File: config.mk
export PLATFORM = sky130hd
export DESIGN_NAME = jtlabrun_vtimer
export DESIGN_NICKNAME = d
export VERILOG_FILES = /design/src/rtl/jtlabrun_vtimer_pkg.sv /design/src/rtl/jtlabrun_vcnt.sv /design/src/rtl/jtlabrun_vtimer.sv
export SDC_FILE = /design/constraint.sdc
export NUM_CORES = 1
export LEC_CHECK = 0
export CAP_MARGIN = 10
export CORE_MARGIN = 2
export CORE_UTILIZATION = 40
export CTS_BUF_LIST = sky130_fd_sc_hd__clkbuf_8
export CTS_CLUSTER_DIAMETER = 120
export DETAILED_ROUTE_END_ITERATION = 12
export PLACE_DENSITY = 0.64
export SLEW_MARGIN = 20
export SYNTH_ARGS = -nofsm -noshare
export SYNTH_HDL_FRONTEND = slang
export SYNTH_HIERARCHICAL = 1
export SYNTH_SLANG_ARGS = --single-unit
File: constraint.sdc
create_clock -name clk -period 3.2 [get_ports clk]
set_input_delay 0.64 -clock clk [delete_from_list [all_inputs] [get_ports clk]]
set_output_delay 0.64 -clock clk [all_outputs]
set_load 0.01 [all_outputs]
File: src/rtl/jtlabrun_vtimer_pkg.sv
// Shared timing constants and control-register bit layout for the
// Labyrinth Runner video timer.
package jtlabrun_vtimer_pkg;

  localparam int unsigned HTOTAL   = 384;
  localparam int unsigned VTOTAL   = 264;
  localparam int unsigned HB_START = 256;
  localparam int unsigned VB_START = 240;
  localparam int unsigned VB_END   = 16;
  localparam int unsigned HS_START = 296;
  localparam int unsigned HS_END   = 327;
  localparam int unsigned VS_START = 248;
  localparam int unsigned VS_END   = 255;
  localparam int unsigned NMI_LEN  = 16;

  localparam int unsigned CTRL_IRQEN = 0;
  localparam int unsigned CTRL_NMIEN = 1;
  localparam int unsigned CTRL_FLIP  = 3;

  // Bits of the control register that exist; everything else reads as 0.
  localparam logic [7:0] CTRL_MASK =
    8'((1 << CTRL_IRQEN) | (1 << CTRL_NMIEN) | (1 << CTRL_FLIP));

  typedef enum logic {
    REG_CTRL   = 1'b0,
    REG_STATUS = 1'b1
  } reg_idx_e;

endpackage

File: src/rtl/jtlabrun_vcnt.sv
// H/V pixel counters with registered blanking and sync decode.
module jtlabrun_vcnt
  import jtlabrun_vtimer_pkg::*;
#(
  parameter int unsigned HTOTAL   = jtlabrun_vtimer_pkg::HTOTAL,
  parameter int unsigned VTOTAL   = jtlabrun_vtimer_pkg::VTOTAL,
  parameter int unsigned HB_START = jtlabrun_vtimer_pkg::HB_START,
  parameter int unsigned VB_START = jtlabrun_vtimer_pkg::VB_START,
  parameter int unsigned VB_END   = jtlabrun_vtimer_pkg::VB_END,
  parameter int unsigned HS_START = jtlabrun_vtimer_pkg::HS_START,
  parameter int unsigned HS_END   = jtlabrun_vtimer_pkg::HS_END,
  parameter int unsigned VS_START = jtlabrun_vtimer_pkg::VS_START,
  parameter int unsigned VS_END   = jtlabrun_vtimer_pkg::VS_END
) (
  input  logic       clk,
  input  logic       rst,
  input  logic       pxl_cen,
  output logic [8:0] hdump,
  output logic [8:0] vdump,
  output logic [8:0] hnext,
  output logic [8:0] vnext,
  output logic       LHBL,
  output logic       LVBL,
  output logic       HS,
  output logic       VS
);

  localparam logic [8:0] H_LAST = 9'(HTOTAL - 1);
  localparam logic [8:0] V_LAST = 9'(VTOTAL - 1);

  always_comb begin
    hnext = (hdump == H_LAST) ? '0 : hdump + 9'd1;
    vnext = vdump;
    if (hdump == H_LAST)
      vnext = (vdump == V_LAST) ? '0 : vdump + 9'd1;
  end

  // Decode from the next counter values so flags move with the counters.
  always_ff @(posedge clk) begin
    if (rst) begin
      hdump <= '0;
      vdump <= '0;
      LHBL  <= 1'b0;
      LVBL  <= 1'b0;
      HS    <= 1'b0;
      VS    <= 1'b0;
    end else if (pxl_cen) begin
      hdump <= hnext;
      vdump <= vnext;
      LHBL  <= hnext < 9'(HB_START);
      LVBL  <= (vnext >= 9'(VB_END)) && (vnext < 9'(VB_START));
      HS    <= (hnext >= 9'(HS_START)) && (hnext <= 9'(HS_END));
      VS    <= (vnext >= 9'(VS_START)) && (vnext <= 9'(VS_END));
    end
  end

endmodule

File: src/rtl/jtlabrun_vtimer.sv
// Video timer top: counters, CPU control/status registers, vblank IRQ and
// periodic NMI generation.
module jtlabrun_vtimer
  import jtlabrun_vtimer_pkg::*;
#(
  parameter int unsigned HTOTAL   = jtlabrun_vtimer_pkg::HTOTAL,
  parameter int unsigned VTOTAL   = jtlabrun_vtimer_pkg::VTOTAL,
  parameter int unsigned HB_START = jtlabrun_vtimer_pkg::HB_START,
  parameter int unsigned VB_START = jtlabrun_vtimer_pkg::VB_START,
  parameter int unsigned VB_END   = jtlabrun_vtimer_pkg::VB_END,
  parameter int unsigned HS_START = jtlabrun_vtimer_pkg::HS_START,
  parameter int unsigned HS_END   = jtlabrun_vtimer_pkg::HS_END,
  parameter int unsigned VS_START = jtlabrun_vtimer_pkg::VS_START,
  parameter int unsigned VS_END   = jtlabrun_vtimer_pkg::VS_END,
  parameter int unsigned NMI_LEN  = jtlabrun_vtimer_pkg::NMI_LEN
) (
  input  logic       clk,
  input  logic       rst,
  input  logic       pxl_cen,
  input  logic       cpu_cen,
  input  logic       cs,
  input  logic       addr,
  input  logic       rnw,
  input  logic [7:0] din,
  output logic [7:0] dout,
  output logic [8:0] hdump,
  output logic [8:0] vdump,
  output logic       flip,
  output logic       LHBL,
  output logic       LVBL,
  output logic       HS,
  output logic       VS,
  output logic       irqn,
  output logic       nmin
);

  localparam int unsigned NW = (NMI_LEN > 1) ? $clog2(NMI_LEN) : 1;

  logic [8:0]    hnext;
  logic [8:0]    vnext;
  logic [7:0]    ctrl;
  logic [7:0]    ctrl_nx;
  logic          wr;
  logic          irq_set;
  logic          nmi_trig;
  logic [NW-1:0] nmi_cnt;

  jtlabrun_vcnt #(
    .HTOTAL  (HTOTAL),
    .VTOTAL  (VTOTAL),
    .HB_START(HB_START),
    .VB_START(VB_START),
    .VB_END  (VB_END),
    .HS_START(HS_START),
    .HS_END  (HS_END),
    .VS_START(VS_START),
    .VS_END  (VS_END)
  ) u_vcnt (
    .clk    (clk),
    .rst    (rst),
    .pxl_cen(pxl_cen),
    .hdump  (hdump),
    .vdump  (vdump),
    .hnext  (hnext),
    .vnext  (vnext),
    .LHBL   (LHBL),
    .LVBL   (LVBL),
    .HS     (HS),
    .VS     (VS)
  );

  always_comb begin
    wr       = cpu_cen && cs && !rnw && (reg_idx_e'(addr) == REG_CTRL);
    ctrl_nx  = wr ? (din & CTRL_MASK) : ctrl;
    irq_set  = pxl_cen && (hnext == '0) && (vnext == 9'(VB_START));
    nmi_trig = pxl_cen && (hnext == '0) && (vnext[4:0] == '0);
  end

  assign flip = ctrl[CTRL_FLIP];

  always_ff @(posedge clk) begin
    if (rst) begin
      ctrl    <= '0;
      irqn    <= 1'b1;
      nmin    <= 1'b1;
      nmi_cnt <= '0;
      dout    <= '0;
    end else begin
      ctrl <= ctrl_nx;

      // The acknowledge write wins over a simultaneous vblank set.
      if (wr && !din[CTRL_IRQEN])
        irqn <= 1'b1;
      else if (irq_set && ctrl[CTRL_IRQEN])
        irqn <= 1'b0;

      // nmi_cnt holds remaining low ticks minus one while nmin is low.
      if (!ctrl_nx[CTRL_NMIEN]) begin
        nmin    <= 1'b1;
        nmi_cnt <= '0;
      end else if (pxl_cen) begin
        if (nmi_trig) begin
          nmin    <= 1'b0;
          nmi_cnt <= NW'(NMI_LEN - 1);
        end else if (!nmin) begin
          if (nmi_cnt == '0)
            nmin <= 1'b1;
          else
            nmi_cnt <= nmi_cnt - 1'b1;
        end
      end

      if (cs && rnw)
        dout <= (reg_idx_e'(addr) == REG_STATUS) ? {5'b0, ~irqn, ~LVBL, LVBL} : ctrl;
    end
  end

endmodule

* Yosys cells after proc, flatten, opt, wreduce, memory -nomap -nowiden
Index checks and enable logic that the tools add are counted.
** Word-level totals
- Bits in registers :: 39
- Bits of input ports :: 15
- Output and inout port bits :: 33
- Logic and storage cells :: 62
** Operators by class
- $add $sub $neg :: 3
- Order comparisons :: 7
- Equal/unequal tests :: 5
- Muxes and demuxes :: 11
- Bitwise gates (word level) :: 4
- Reduce and logical (&&, ||, !) cells :: 20
** Operators with widths (number)
- $mux W9 :: 3
- $add A9 B1 Y9 const B :: 2
- $eq A9 B9 Y1 const B :: 2
- $mux W4 :: 4
- $logic_and A1 B1 Y1 :: 12
- $eq A9 B8 Y1 const B :: 1
- $ge A9 B5 Y1 const B :: 1
- $ge A9 B8 Y1 const B :: 1
- $ge A9 B9 Y1 const B :: 1
- $le A9 B8 Y1 const B :: 1
- $le A9 B9 Y1 const B :: 1
- $logic_not A9 Y1 :: 1
- $lt A9 B8 Y1 const B :: 1
- $lt A9 B9 Y1 const B :: 1
- $logic_not A5 Y1 :: 1
- $logic_not A4 Y1 :: 1
- $not A1 Y1 :: 4
- $reduce_or A2 Y1 :: 2
- $sub A4 B1 Y4 const B :: 1
- $mux W1 :: 3
- $reduce_and A3 Y1 :: 1
- $logic_not A1 Y1 :: 2
- $mux W2 :: 1
- $ne A2 B1 Y1 const B :: 1
- $ne A2 B2 Y1 const B :: 1

* Depth between registers and ports, before layout
Gate-level depths: netlist of run 1.
- Depth in word-level cells :: 7
- Mapped depth :: 11
- Gate-level depth less buffers :: 10

* By module
Netlist of run 1, hierarchy kept.
** By module, submodules not included
- jtlabrun_vcnt :: times used 1, cells an instance 188, area each 1470.2 um^2, seq. area each 440.4 um^2
- jtlabrun_vtimer :: times used 1, cells an instance 75, area each 695.7 um^2, seq. area each 260.2 um^2

* Worst setup path before layout of run 1
No wires, ideal clock.
- Kind :: reg2reg
- From :: register u_vcnt.vdump[0]
- To :: register irqn
- Setup time :: 122 ps
- Data arrival time :: 2712 ps
- Required time :: 3078 ps
- Slack :: 366 ps
- Stages on the path, launching flop included :: 10
- Buffers on the path :: 0
- Period minus slack after synthesis :: 2834 ps
- Path through :: dfxtp_1 -> ha_1 -> nand2b_1 -> nor4_4 -> nor2_1 -> mux2_2 -> nor4_4 -> nand4_2 -> or4b_1 -> a221o_1
** Between the ends
- Longest elaborated chain between the ends :: 6
- Elaborated cells between the ends (all ways) :: 7
- Those cells by class :: 1 x add/sub; 2 x eq/ne; 2 x mux; 2 x reduce/logical
** Ends and longest elaborated chain
- start, declared :: line jtlabrun_vcnt.sv:19 : output logic [8:0] vdump,
- start signal, assigned :: line jtlabrun_vcnt.sv:49 : vdump <= vnext;
- $add A9 B1 Y9 or $eq A9 B9 Y1 (tied branches) :: line jtlabrun_vcnt.sv:35 : vnext = (vdump == V_LAST) ? '0 : vdump + 9'd1;
- $mux W9 (*) :: line jtlabrun_vcnt.sv:35
- $mux W9 (*) :: line jtlabrun_vcnt.sv:34 : if (hdump == H_LAST)
- net vnext[3] :: line jtlabrun_vtimer.sv:40 : logic [8:0] vnext;
- $eq A9 B8 Y1 (*) :: line jtlabrun_vtimer.sv:75 : irq_set = pxl_cen && (hnext == '0) && (vnext == 9'(VB_START));
- $logic_and A1 B1 Y1 (*) :: line jtlabrun_vtimer.sv:75
- $logic_and A1 B1 Y1 (*) :: line jtlabrun_vtimer.sv:94 : else if (irq_set && ctrl[CTRL_IRQEN])
- end signal, assigned :: line jtlabrun_vtimer.sv:84 : irqn <= 1'b1;
- end signal, assigned :: line jtlabrun_vtimer.sv:93 : irqn <= 1'b1;
- end signal, assigned :: line jtlabrun_vtimer.sv:95 : irqn <= 1'b0;
- end, declared :: line jtlabrun_vtimer.sv:33 : output logic irqn,
Mark *: on every way through the listed nets, which the timed path passes. The rest lies on a longest branch.
A chain may end at the register's enable or synchronous reset.

* Final worst setup path of run 1
Same ends and word-level chain as after synthesis.

==> results of run 1 <==
[cells in the final DEF (no fill, tap or decap), types with 2 or more instances in the layout]
cell / netlist / layout
sky130_fd_sc_hd__o21a_1: 3 / 3
sky130_fd_sc_hd__nor2_1: 38 / 38
sky130_fd_sc_hd__inv_1: 11 / 12
sky130_fd_sc_hd__nor3_1: 14 / 14
sky130_fd_sc_hd__buf_4: 6 / 12
sky130_fd_sc_hd__o21ai_0: 3 / 3
sky130_fd_sc_hd__or3_1: 4 / 4
sky130_fd_sc_hd__clkdlybuf4s50_1: 0 / 38
sky130_fd_sc_hd__ha_1: 4 / 4
sky130_fd_sc_hd__a21oi_1: 13 / 13
sky130_fd_sc_hd__o211ai_1: 4 / 4
sky130_fd_sc_hd__nand3_1: 11 / 11
sky130_fd_sc_hd__clkbuf_8: 0 / 5
sky130_fd_sc_hd__nand2b_1: 4 / 4
sky130_fd_sc_hd__a311oi_1: 2 / 2
sky130_fd_sc_hd__xnor2_1: 7 / 7
sky130_fd_sc_hd__and3_1: 2 / 2
sky130_fd_sc_hd__o211a_1: 2 / 2
sky130_fd_sc_hd__mux2i_1: 8 / 8
sky130_fd_sc_hd__conb_1: 1 / 4
sky130_fd_sc_hd__nand2_1: 27 / 27
sky130_fd_sc_hd__nor4_4: 2 / 2
sky130_fd_sc_hd__a211oi_1: 3 / 3
sky130_fd_sc_hd__xor2_1: 9 / 9
sky130_fd_sc_hd__dfxtp_1: 35 / 35
sky130_fd_sc_hd__nor2_4: 2 / 2
sky130_fd_sc_hd__nor2b_1: 2 / 2
sky130_fd_sc_hd__nor3b_1: 2 / 2
sky130_fd_sc_hd__nand4_1: 5 / 5
[flip-flops by register name, summed over array words and instances (netlist names)]
register	flops
nmin	1
u_vcnt/LHBL	1
u_vcnt/VS	1
u_vcnt/hdump	9
irqn	1
dout	4
ctrl	3
u_vcnt/HS	1
u_vcnt/vdump	9
nmi_cnt	4
u_vcnt/LVBL	1
[worst max-delay path: cells and delay by family (launching register included)]
family | cells | cell delay, ns
AO/OA/AOI/OAI | 1 | 0.30
multiplexers | 1 | 0.32
flip-flops | 1 | 0.48
AND/OR/NAND/NOR | 6 | 1.44
adder cells (fa/ha/maj) | 1 | 0.22
[through the flow]
step / worst slack, ns / instances / area (sq um) / power (mW) / util
after CTS: 0.310 / 374 / 2700 / 0.864 / 0.523
after global placement: 0.378 / 368 / 2630 / 0.570 / 0.509
after detailed placement: 0.331 / 368 / 2630 / 0.571 / 0.509
after global routing: 0.206 / 374 / 2700 / 0.892 / 0.523
after floorplan: 0.366 / 266 / 2180 / 0.527 / -
final: 0.331 / 374 / 2700 / 0.850 / 0.523
[cell families (layout without fill, tap and decap cells)]
kind of cell    count (synthesis)  in the layout  synth area share
flops                          35             35             0.324
fa+ha+maj                       4              4            0.0231
other cells                     1              4           0.00173
buf+inv                        29             67            0.0670
mux                            10             10            0.0491
simple gates                  128            128             0.340
compound gates                 40             40             0.131
xor+xnor                       16             16            0.0647
[final cells by class]
class / count / area share
clock buffer: 5 / 0.0255
clock inverter: 1 / 0.00139
inverter: 11 / 0.0153
multi-input combinational: 202 / 0.492
sequential: 35 / 0.259
tap: 70 / 0.0324
timing repair buffer: 50 / 0.174
[final timing paths]
kind             end  slack, ns
max reg2reg     irqn       0.33
max             irqn       0.33
min reg2reg  dout[1]       0.45
min          dout[1]       0.45
[layer usage]
layer | GRT usage | vias to the layer above | part of all wire
met3 | 0.0419 | 4 | 0.043
met2 | 0.280 | 39 | 0.45
met5 | 0 | - | 0
met1 | 0.228 | 881 | 0.50
li1 | - | 994 | -
met4 | 0.0375 | 0 | 0.0076
[report_power, final]
| part | switching (mW) | total, mW | internal (mW) |
|---|---|---|---|
| combinational | 0.0536 | 0.104 | 0.0504 |
| sequential | 0.0118 | 0.457 | 0.445 |
| clock | 0.147 | 0.289 | 0.142 |
| total | 0.212 | 0.850 | 0.637 |
==> results.txt, run 1 <==
- The run finished with clean final reports.
- Cell-by-cell listing of the critical path: ha_1 -> nand2b_1 -> nor4_4 -> nor2_1 -> mux2_2 -> nor4_4 -> nand4_2 -> or4b_1 -> a221o_1
- Number of violations of the max-capacitance limit: 0
* Number of buffers between clock root and the deepest sink: 2
- Synthesis-to-finish area growth: 24.8%
* Synth Flop Type: sky130_fd_sc_hd__dfxtp_1
- Final number of max-transition violations: 0
* Peak ir drop on the vdd network: 0.000178 V
* Category of the most critical setup path: register to register
- Placeable Area: 0.00517 sq mm
* Post-CTS Setup Inserts: 0
- After synthesis, the share of flip-flops with an asynchronous set or reset is 0.
* Count of standard-cell rows: 26
- Count leader, synth: sky130_fd_sc_hd__nor2_1
* LEAKAGE: 1.01 nW
- After clock tree synthesis, the clock-pin slew on the worst setup and hold paths is 0.07 ns.
- For the pin with the worst max-slew slack, the measured transition is 0.519 ns.
- Entering global routing, the biggest net connects 21 pins.
- Area taken by flip-flops and latches: 701 sq um
* Synthesized area per cell: 8.24 sq um
* Layout cell share with drive strength beyond 1: 0.105
- Final GP Congestion: 0.806
- STA classifies the critical path endpoint as a register.
- Startpoint kind of the worst setup timing path: register
* Number of hold violations in the final report: 0
- Power spread over the standard cell area amounts to 314 mW/mm^2.
- Final TNS setup: 0 ns
- Clock net sink count: 35
* Wire length of the first global-routing pass: 8.38 mm
* Die Width: 77.6 um
- Cell area after synthesis: 0.00217 sq mm
* Gr usage total: 0.171
* Final-layout fill cell count: 484
* Slowest stage cell on the critical path: sky130_fd_sc_hd__or4b_1
- Number of endpoints failing setup at the final stage: 0
- In this run the most critical hold path is launched from dout[1].
- Setup repair after global routing left no endpoint under its margin.
- Relative slew slack: 0.645
* Achievable clock frequency: 0.349 GHz
- Number of input and output port buffers inserted: 38
- Die area: 0.00602 sq mm
- Yosys mapped the design onto 57 distinct sky130hd cell types.
- Commonest cells post-synth: sky130_fd_sc_hd__nor2_1 (38), sky130_fd_sc_hd__dfxtp_1 (35), sky130_fd_sc_hd__nand2_1 (27)
- The total overflow left after global routing is 0.
* Number of I/O pins: 48
- Total half-perimeter wirelength after legalization and detailed placement: 3.66 mm
- In this run, the number of DRC markers left after iteration 0 of detailed routing was 67.
* Vias/cell: 5.13
* Worst path required time: 3.37 ns
- CTS H-tree lvls: 2
- Net count, final: 324
- In this run, synthesis inferred 0 flip-flops with an integrated enable.
- The tightest min-delay check is of the register to register type.
* Instance count along the most critical hold path: 2
- Detailed-router iteration count before antenna repair: 4
* Startpoint of the most critical setup path: u_vcnt/vdump[0]
- For this run, design rule violations remaining after detail routing come to 0.
- Effective utilization at floorplan: 0.419
* Number of global-route vias before repair: 1826
* Height of the chip: 77.6 um
- Wire per inst: 13.0 um
* Count of nets left with antenna violations after detail routing: 0
* CTS resizes: 0
- Clk_lat worst skew: 0.28 ns
- Yosys reg bits: 35
* Final cycle utilization of the critical path: 0.897
* Total number of vias: 1918
- The number of clock buffers added by TritonCTS is 5.
- The share of the Yosys chip area taken by registers is 0.324.
- Worst-case hold slack: 0.452 ns
- The smallest clock period supported by the final layout is computed as 2.87 ns.
- The worst register-to-register path has a depth of 9.
- Origin of the critical flop-to-flop path: u_vcnt/vdump[0]
- Largest fanout of any net on the critical path: 9
- Most used cell, CP: sky130_fd_sc_hd__nor4_4
- Cell type contributing the most total cell area after synthesis: sky130_fd_sc_hd__dfxtp_1
- For this design, the CTS-stage hold fixing added 0 buffers.
- TritonCTS built the clock tree.
- Gate Count Post-Synth: 263
* Arrival time reported for the critical path endpoint: 3.04 ns
- Multi-input logic area: 0.00133 sq mm
- Synth top area cells: sky130_fd_sc_hd__dfxtp_1 (32%), sky130_fd_sc_hd__nor2_1 (6.6%), sky130_fd_sc_hd__nand2_1 (4.7%)
- Number of antenna diodes: 0
* Share of the synthesized area in the top cell type: 0.324
* Clock root buffer master: sky130_fd_sc_hd__clkbuf_8
- Max incr delay on CP: 0.54 ns
* Routed wire length: 4.87 mm
- The number of antenna violations at the first check in global routing came to 0.
- Yosys printed 6 warnings.
* Worst clock skew: 0.00501 ns
Power figures use the tool's default switching activity.
==> run 2, diff against run 1 <==
Settings changed: ABC_CLOCK_PERIOD_IN_PS from default to 2600, CTS_CLUSTER_SIZE from default to 16, PLACE_DENSITY 0.64 to 0.66.
Clock period 3.2 ns to 2.6 ns, I/O delays scaled along.
==> run 2 against run 1 <==
Against the previous run:
- via count increased by 7.3%
- final cell count increased by 5.6%
- combinational power grew 42%
- power increased by 43%
- die area is the same
- clock power rose by 76%
- critical path depth fell by 1
- setup slack worse by 0.32 ns
- sequential power increased by 22%
==> results.txt, run 2 (synthesis gave the netlist of run 1 again) <==
- Met2 layer wire length in the routed design: 2.42 mm
* Achievable clock frequency: 0.386 GHz
* Origin of the critical flop-to-flop path: u_vcnt/vdump[5]
* Result of the run: finished clean
- Routed signal wires occupy layers up through met4.
* Wire length of the first global-routing pass: 8.61 mm
* Biggest regs: u_vcnt/hdump x9, u_vcnt/vdump x9
- Of the total power, the clock network draws 0.419.
- Summed over all cells, the static leakage comes to 1.13 nW.
* Relative slew slack: 0.663
- Input and output buffers added on the ports amount to 38.
- The top cell types in the final layout, fill and taps aside, are sky130_fd_sc_hd__nor2_1 (38), sky130_fd_sc_hd__clkdlybuf4s50_1 (38), sky130_fd_sc_hd__buf_4 (31), sky130_fd_sc_hd__dfxtp_1 (30), sky130_fd_sc_hd__nand2_1 (27).
- Before antenna repair, the detailed router went through 5 iterations.
- TritonCTS built the clock tree.
- The path class of the tightest hold or removal check is register to register.
* Number of buffers between clock root and the deepest sink: 2
* Most used cell, CP: sky130_fd_sc_hd__nor4_4
* Clock net sink count: 35
* Die Width: 77.6 um
- Of the total power, registers draw 0.459.
* Type of destination of the critical path: register
* Number of hold violations in the final report: 0
* Total half-perimeter wirelength after legalization and detailed placement: 3.71 mm
- Met3 wirelength from detailed routing: 233 um
- Entering global routing, the biggest net connects 33 pins.
* Net switching power of the design: 0.283 mW
* Number of I/O pins: 48
- The tool flagged a number of max-cap violations equal to 0.
- Startpoint of the most critical setup path: u_vcnt/vdump[5]
* CTS H-tree lvls: 2
- After clock tree synthesis, the setup repair step added 0 buffers.
- Number of global-route vias before repair: 1975
- The clock arrives with 0.00453 ns of skew.
- For this design, the slowest cell found on the critical path is sky130_fd_sc_hd__or4b_1.
- Dividing total power by cell area gives a power density of 416 mW/mm^2.
- Worst path required time: 2.78 ns
- Final cycle utilization of the critical path: 0.997
- Startpoint kind of the worst setup timing path: register
- Dpl ws: -0.0102 ns
- Along the worst path, the maximum fanout reaches 4.
- In the final layout, the share of cells above drive strength 1 is 0.188.
* Peak ir drop on the vdd network: 0.000254 V
- Clock root buffer master: sky130_fd_sc_hd__clkbuf_8
- Final routed DRC violation total: 0
* Count of standard-cell rows: 26
- The worst hold path begins at dout[1].
* RSZ-0062 raised after global routing: yes
- Die area: 0.00602 sq mm
- For the worst setup path, the data arrival time is 2.77 ns.
* Final worst path period need: 2.59 ns
- Remaining Overflow, GRT: 0
- Synthesis-to-finish area growth: 34.7%
- Final GP Congestion: 0.826
- The detailed router finished its first iteration with 142 violations.
- Net count, final: 343
* Effective utilization at floorplan: 0.419
* Clk_lat worst skew: 0.29 ns
* Max incr delay on CP: 0.51 ns
* Total number of vias: 2058
- Pin slew with the least headroom to its limit: 0.492 ns
* Number of endpoints failing setup at the final stage: 0
* Post-route worst setup slack: 0.00871 ns
- The core region is 0.00517 sq mm.
* Count of nets left with antenna violations after detail routing: 0
- The worst setup path is of the register to register kind.
* Minimum setup slack among reg-to-reg paths: 0.009 ns
- The number of antenna diodes in the final layout is 0.
- Of the total power, the share spent switching nets is 0.234.
- Num CTS Buffers: 5
* Height of the chip: 77.6 um
- Clock-pin slew on the worst setup and hold paths: 0.07 ns
* Cell-by-cell listing of the critical path: or3_4 -> nor4_4 -> nor2_1 -> mux2_4 -> nor4_4 -> nand4_2 -> or4b_1 -> a221o_1
- Share of the core filled with cells in the final layout: 0.564
- Cell-internal power: 0.930 mW
* Number of antenna violations at the first check in global routing: 0
* Routed wire length: 5.11 mm
* Wire per inst: 12.9 um
* Final number of max-transition violations: 0
- In the final routing, the length of wire on met1 measures 2.42 mm.
- In the routed layout, each cell is associated on average with a via count of 5.21.
- In the global route stage, overall resource usage came out at 0.174.
- Comb pwr share: 0.122
[run 2: worst max-delay path: cells and delay by family, from the launching register on]
kind	cells	cell delay (ns)
AOI/OAI and AO/OA	1	0.29
DFF	1	0.32
and+or+nand+nor	6	1.57
muxes	1	0.29
[run 2: stage by stage]
step / std cells / instance area, sq um / hold slack [ns] / TNS, ns / power [mW]
finish: 395 / 2920 / 0.460 / 0 / 1.21
CTS: 395 / 2910 / 0.464 / -0.0173 / 1.23
global placement: 387 / 2790 / 0.443 / 0 / 0.715
floorplan: 266 / 2200 / 0.472 / -0.0995 / 0.650
global route: 395 / 2920 / 0.484 / -0.0815 / 1.26
detailed placement: 387 / 2790 / 0.454 / -0.0102 / 0.716
[run 2: path summary, 6_finish.rpt]
kind / end / depth (start not counted)
setup / recovery: irqn / 8
hold / removal: dout[1] / 2
setup reg to reg: irqn / 8
hold reg to reg: dout[1] / 2
[run 2: area by class of cell]
class                           instances  area (sq um)
Inverter                               11          41.3
Tap cell                               70          87.6
Clock buffer                            6          82.6
Multi-Input combinational cell        202          1350
Timing Repair Buffer                   69           613
Sequential cell                        35           707
Clock inverter                          2          35.0
Fill cell                             491          2260
[run 2: timing repair]
| action | in CTS | in global routing |
|---|---|---|
| gates resized for setup | 2 | 2 |
| gates cloned | 0 | 0 |
| endpoints found under the setup margin | 1 | 1 |
| hold buffers | 0 | 0 |
[run 2: power by group through the flow]
stage / logic [mW] / clock network, mW / registers [mW]
finish: 0.148 / 0.509 / 0.557
global route: 0.162 / 0.542 / 0.558
CTS: 0.149 / 0.523 / 0.557
detailed placement: 0.147 / 0 / 0.569
global placement: 0.147 / 0 / 0.569
floorplan: 0.0715 / 0 / 0.578
[run 2: routing by layer]
layer	up-vias	GRT usage
li1	1030	-
met1	959	0.229
met2	64	0.291
met3	5	0.0407
met4	0	0.0393
met5	-	0
